## config.mk

```make
export PLATFORM = sky130hd
export DESIGN_NAME = cu_fsm
export DESIGN_NICKNAME = d
export VERILOG_FILES = /design/src/rtl/cu_fsm.sv
export SDC_FILE = /design/constraint.sdc
export NUM_CORES = 1
export LEC_CHECK = 0
export CORE_AREA = 5 5 42 44
export CTS_CLUSTER_DIAMETER = 30
export DETAILED_ROUTE_END_ITERATION = 12
export DIE_AREA = 0 0 47 49
export SETUP_SLACK_MARGIN = 0.3
export SLEW_MARGIN = 5
export SYNTH_ARGS = -nofsm -noshare
export SYNTH_HDL_FRONTEND = slang
export SYNTH_SLANG_ARGS = --single-unit
export TNS_END_PERCENT = 50
```

## constraint.sdc

```tcl
create_clock -name clk -period 1.4 [get_ports clk]
set_input_delay 0.28 -clock clk [delete_from_list [all_inputs] [get_ports clk]]
set_output_delay 0.28 -clock clk [all_outputs]
set_load 0.005 [all_outputs]
```

## src/rtl/cu_fsm.sv

```systemverilog
// cu_fsm: multi-cycle control unit sequencer.
// States INIT -> FETCH -> EXEC -> (WB) -> [INTR] -> FETCH. Strobes are
// decoded combinationally from the registered state, the opcode/funct3
// fields and mem_valid.
// Optional feature: define CU_FSM_INTR_EN to build the INTR state and the
// intr/mie sampling; otherwise interrupts are ignored and int_taken is 0.
module cu_fsm (
   input  logic       clk,
   input  logic       rst,
   input  logic [6:0] ir6_0,
   input  logic [2:0] ir14_12,
   input  logic       intr,
   input  logic       mie,
   input  logic       mem_valid,
   output logic       pcWrite,
   output logic       regWrite,
   output logic       memWE2,
   output logic       memRDEN1,
   output logic       memRDEN2,
   output logic       reset,
   output logic       csr_WE,
   output logic       int_taken,
   output logic       mret_exec,
   output logic [2:0] state
);

   typedef enum logic [2:0] {
      ST_INIT  = 3'd0,
      ST_FETCH = 3'd1,
      ST_EXEC  = 3'd2,
      ST_WB    = 3'd3,
      ST_INTR  = 3'd4
   } state_e;

   localparam logic [6:0] OPC_LOAD   = 7'b0000011;
   localparam logic [6:0] OPC_STORE  = 7'b0100011;
   localparam logic [6:0] OPC_BRANCH = 7'b1100011;
   localparam logic [6:0] OPC_OP     = 7'b0110011;
   localparam logic [6:0] OPC_OP_IMM = 7'b0010011;
   localparam logic [6:0] OPC_LUI    = 7'b0110111;
   localparam logic [6:0] OPC_AUIPC  = 7'b0010111;
   localparam logic [6:0] OPC_JAL    = 7'b1101111;
   localparam logic [6:0] OPC_JALR   = 7'b1100111;
   localparam logic [6:0] OPC_SYSTEM = 7'b1110011;

   state_e state_r;
   state_e done_next_s;

`ifdef CU_FSM_INTR_EN
   // Destination after an instruction completes: take a pending enabled interrupt
   always_comb begin
      if (intr && mie) begin
         done_next_s = ST_INTR;
      end else begin
         done_next_s = ST_FETCH;
      end
   end
`else
   logic unused_intr_s;
   assign unused_intr_s = intr | mie;

   // Without interrupt support every completed instruction returns to FETCH
   always_comb begin
      done_next_s = ST_FETCH;
   end
`endif

   // State register with synchronous reset; illegal encodings recover to INIT
   always_ff @(posedge clk) begin
      if (rst) begin
         state_r <= ST_INIT;
      end else begin
         case (state_r)
            ST_INIT:  state_r <= ST_FETCH;
            ST_FETCH: state_r <= ST_EXEC;
            ST_EXEC: begin
               if (ir6_0 == OPC_LOAD) begin
                  state_r <= ST_WB;
               end else begin
                  state_r <= done_next_s;
               end
            end
            ST_WB: begin
               if (mem_valid) begin
                  state_r <= done_next_s;
               end else begin
                  state_r <= ST_WB;
               end
            end
`ifdef CU_FSM_INTR_EN
            ST_INTR:  state_r <= ST_FETCH;
`endif
            default:  state_r <= ST_INIT;
         endcase
      end
   end

   // Strobe decode from current state, opcode, funct3 and load data valid
   always_comb begin
      pcWrite   = 1'b0;
      regWrite  = 1'b0;
      memWE2    = 1'b0;
      memRDEN1  = 1'b0;
      memRDEN2  = 1'b0;
      reset     = 1'b0;
      csr_WE    = 1'b0;
      int_taken = 1'b0;
      mret_exec = 1'b0;
      case (state_r)
         ST_INIT:  reset    = 1'b1;
         ST_FETCH: memRDEN1 = 1'b1;
         ST_EXEC: begin
            case (ir6_0)
               OPC_LOAD: memRDEN2 = 1'b1;
               OPC_STORE: begin
                  memWE2  = 1'b1;
                  pcWrite = 1'b1;
               end
               OPC_BRANCH: pcWrite = 1'b1;
               OPC_OP, OPC_OP_IMM, OPC_LUI, OPC_AUIPC, OPC_JAL, OPC_JALR: begin
                  pcWrite  = 1'b1;
                  regWrite = 1'b1;
               end
               OPC_SYSTEM: begin
                  pcWrite = 1'b1;
                  case (ir14_12)
                     3'b001, 3'b010, 3'b011: begin
                        csr_WE   = 1'b1;
                        regWrite = 1'b1;
                     end
                     3'b000:  mret_exec = 1'b1;
                     default: mret_exec = 1'b0;
                  endcase
               end
               // Unknown opcodes retire as a NOP: advance the PC, write nothing
               default: pcWrite = 1'b1;
            endcase
         end
         ST_WB: begin
            if (mem_valid) begin
               regWrite = 1'b1;
               pcWrite  = 1'b1;
            end else begin
               regWrite = 1'b0;
               pcWrite  = 1'b0;
            end
         end
`ifdef CU_FSM_INTR_EN
         ST_INTR: begin
            int_taken = 1'b1;
            pcWrite   = 1'b1;
         end
`endif
         default: reset = 1'b0;
      endcase
   end

   assign state = state_r;

endmodule

```

==> results by group <==
Yosys
  – Average size of a mapped cell: 7.89 sq um
  – Number of synthesized register bits: 2
  – Post-synth top cells: 6 x nor2_1, 4 x nand2_1
  – Cell Area, Synth: 260 sq um
  – Synth warn: 0
  – Count leader, synth: nor2_1
  – Async SR Flop Fraction: 0%
  – Synth area leaders: dfxtp_1 15%, nand4b_4 9.1%, nor2_1 8.7%
  – EDFF count, synth: 0
  – Post-synthesis cell count: 33
  – Area leader, netlist: dfxtp_1
  – Synth top area share: 15.4%
  – Sequential-to-total area share from yosys stat: 15.4%
  – Distinct cells, synth: 21
  – Synth Flop Type: dfxtp_1

Outcome
  – Outcome: complete, but fails checks
  – Violated checks: negative setup slack

Setup path
  – CP delay by family, top: simple AND/OR/NAND/NOR gates
  – Crit Path Category: input port to output port
  – Worst setup path endpoint: regWrite
  – RR Endpoint: state[1]
  – Slowest cell on crit path: or4b_4
  – CP Depth: 5
  – Worst r2r path cells: 4
  – Buf+Inv Stages, Crit Path: 2
  – CP Data Arrival Time: 1.37 ns
  – CP peak stage delay: 0.52 ns
  – Data required, critical path: 1.12 ns
  – CP startpoint: ir6_0[2]
  – CP Cell Sequence: buf_8 > or4b_4 > nor4_2 > a311o_1 > buf_2
  – Worst R2R Setup Slack: 0.33 ns
  – Worst-path fanout max: 3
  – CP Launch Type: input port
  – RR Startpoint: state[1]
  – CP Capture Type: output port

Cells and area
  – Area Overhead vs Synth: 129%
  – # diodes: 0
  – Fillers: 147
  – Layout cells sized above 1: 60.9%
  – Max FFs per register: 2
  – Final Cell Area: 597 sq um
  – Multi-input gate area: 235 sq um
  – Final #Nets: 86
  – Register area: 42.5 sq um
  – Final Util: 42.6%

Clocking
  – H-Tree Depth: 1
  – Hold_buf cts: 0
  – Root Buffer: clkbuf_4
  – Clk Latency, worst-skew pair: 0.23 ns
  – CTS tree: done
  – Total CTS buffers: 3
  – Clock tree sinks: 2
  – Clk slew on worst S/H paths: 0.03 ns
  – CTS max path bufs: 2

STA
  – Fin crit share: 118%
  – RSZ-0062 raised after global routing: true
  – TNS Setup: -0.998 ns
  – Final setup fails: 6
  – Final number of hold-violating endpoints: 0
  – Final number of max-transition violations: 0
  – PnR worst setup slack: -0.250 ns
  – Fmax achieved: 606 MHz
  – Setup Skew: 0.00415 ns
  – Min Tclk post-route: 1.65 ns

Global routing
  – Tot GR Track Use: 9.63%
  – Total gr overflow: 0
  – First-pass GRT wire length: 1590 um
  – Initial antenna violation count: 0
  – Largest net degree at the start of global routing: 9
  – Vias in the first global route: 386

Run
  – Max Cap Violations: 0

Floorplan
  – Die area: 2300 sq um
  – Rows: 14
  – Die width: 47 um
  – Initial Utilization: 18.6%
  – I/O pins: 27
  – Core ar.: 1400 sq um
  – Die H: 49 um

Routing
  – Vias per inst: 4.56
  – Antenna viol nets, final: 0
  – Vias: 388
  – First DRT Iteration DRCs: 2
  – Detailed-route wire length: 1010 um
  – # DRC: 0
  – DRT Pass-1 Iters: 2
  – WL/cell: 11.9 um

Place
  – Buffers on Ports: 22
  – Dpl cell area: 569 sq um
  – Routability cong.: 0.738
  – Hpwl dp: 785 um

Pwr
  – Pwr/cell area: 547 nW/um^2
  – Worst IR Drop VDD: 0.393 mV
  – Leakage: 0.293 nW

Min path
  – Hold Path Class: input port to register
  – Worst hold path depth: 2
## how the worst min path moves through the flow
stage	start	end	slack [ns]
5_1_grt	rst	state[0]	0.58
3_3_place_gp	state[0]	state[1]	0.63
6_report	rst	state[1]	0.60
2_1_floorplan	rst	state[0]	0.34
3_5_place_dp	state[0]	state[1]	0.64
4_1_cts	rst	state[1]	0.59
## cells in the final DEF (no fill, tap or decap), drive strengths merged
cell type,n
a21oi,1
a311o,1
a32oi,1
and2b,1
and3,1
and4b,1
buf,22
clkbuf,6
clkdlybuf4s15,1
clkdlybuf4s50,4
conb,2
dfxtp,2
dlygate4sd2,4
inv,1
nand2,4
nand2b,1
nand4b,3
nor2,6
nor3,1
nor4,2
o311a,1
or3b,1
or4,1
or4b,1
## through the flow
step                      hold WS (ns)  worst slack (ns)  std cells  total power [mW]
after floorplan                  0.345           -0.0337         34             0.102
after global placement           0.629             -1.03         80             0.192
after detailed placement         0.640             -1.03         80             0.192
after CTS                        0.586            -0.338         83             0.332
after global routing             0.584            -0.313         85             0.357
final                            0.599            -0.250         85             0.327
## layout make-up
class | instances | share of cell area, %
repair buffers | 34 | 45.7
multi-input cells | 29 | 39.4
flip-flops and latches | 2 | 7.13
clock buffers | 3 | 3.77
well taps | 16 | 3.35
inverters | 1 | 0.629
## cells by family (layout without fill, tap and decap cells)
family                 Yosys count  in the layout  share of synthesized area (%)
other                            1              2                           1.44
AOI/OAI and AO/OA                4              4                           13.0
DFF                              2              2                           15.4
and+or+nand+nor                 23             23                           63.0
buffers and inverters            3             38                           7.21
## repair_timing
action,CTS,global route
setup buffers,0,2
endpoints found under the hold margin,0,0
endpoints found under the setup margin,11,11
pin swaps,10,8
gates resized for setup,56,12
## power breakdown
group | internal, mW | switching (mW) | leakage [nW]
logic | 0.0765 | 0.0496 | 0.262
registers | 0.0626 | 0.00372 | 0.0172
clock network | 0.0952 | 0.0391 | 0.0138
## metal layers
metal | vias to the layer above | share of wire, % | wire (um) | global-route usage, %
li1 | 198 | - | - | -
met1 | 172 | 42 | 426 | 11.4
met2 | 18 | 47 | 479 | 14.0
met3 | 0 | 10 | 103 | 4.06
met4 | 0 | 0 | 0 | 5.53
met5 | - | 0 | 0 | 0
Note: power is estimated with default switching activity, not from simulation.
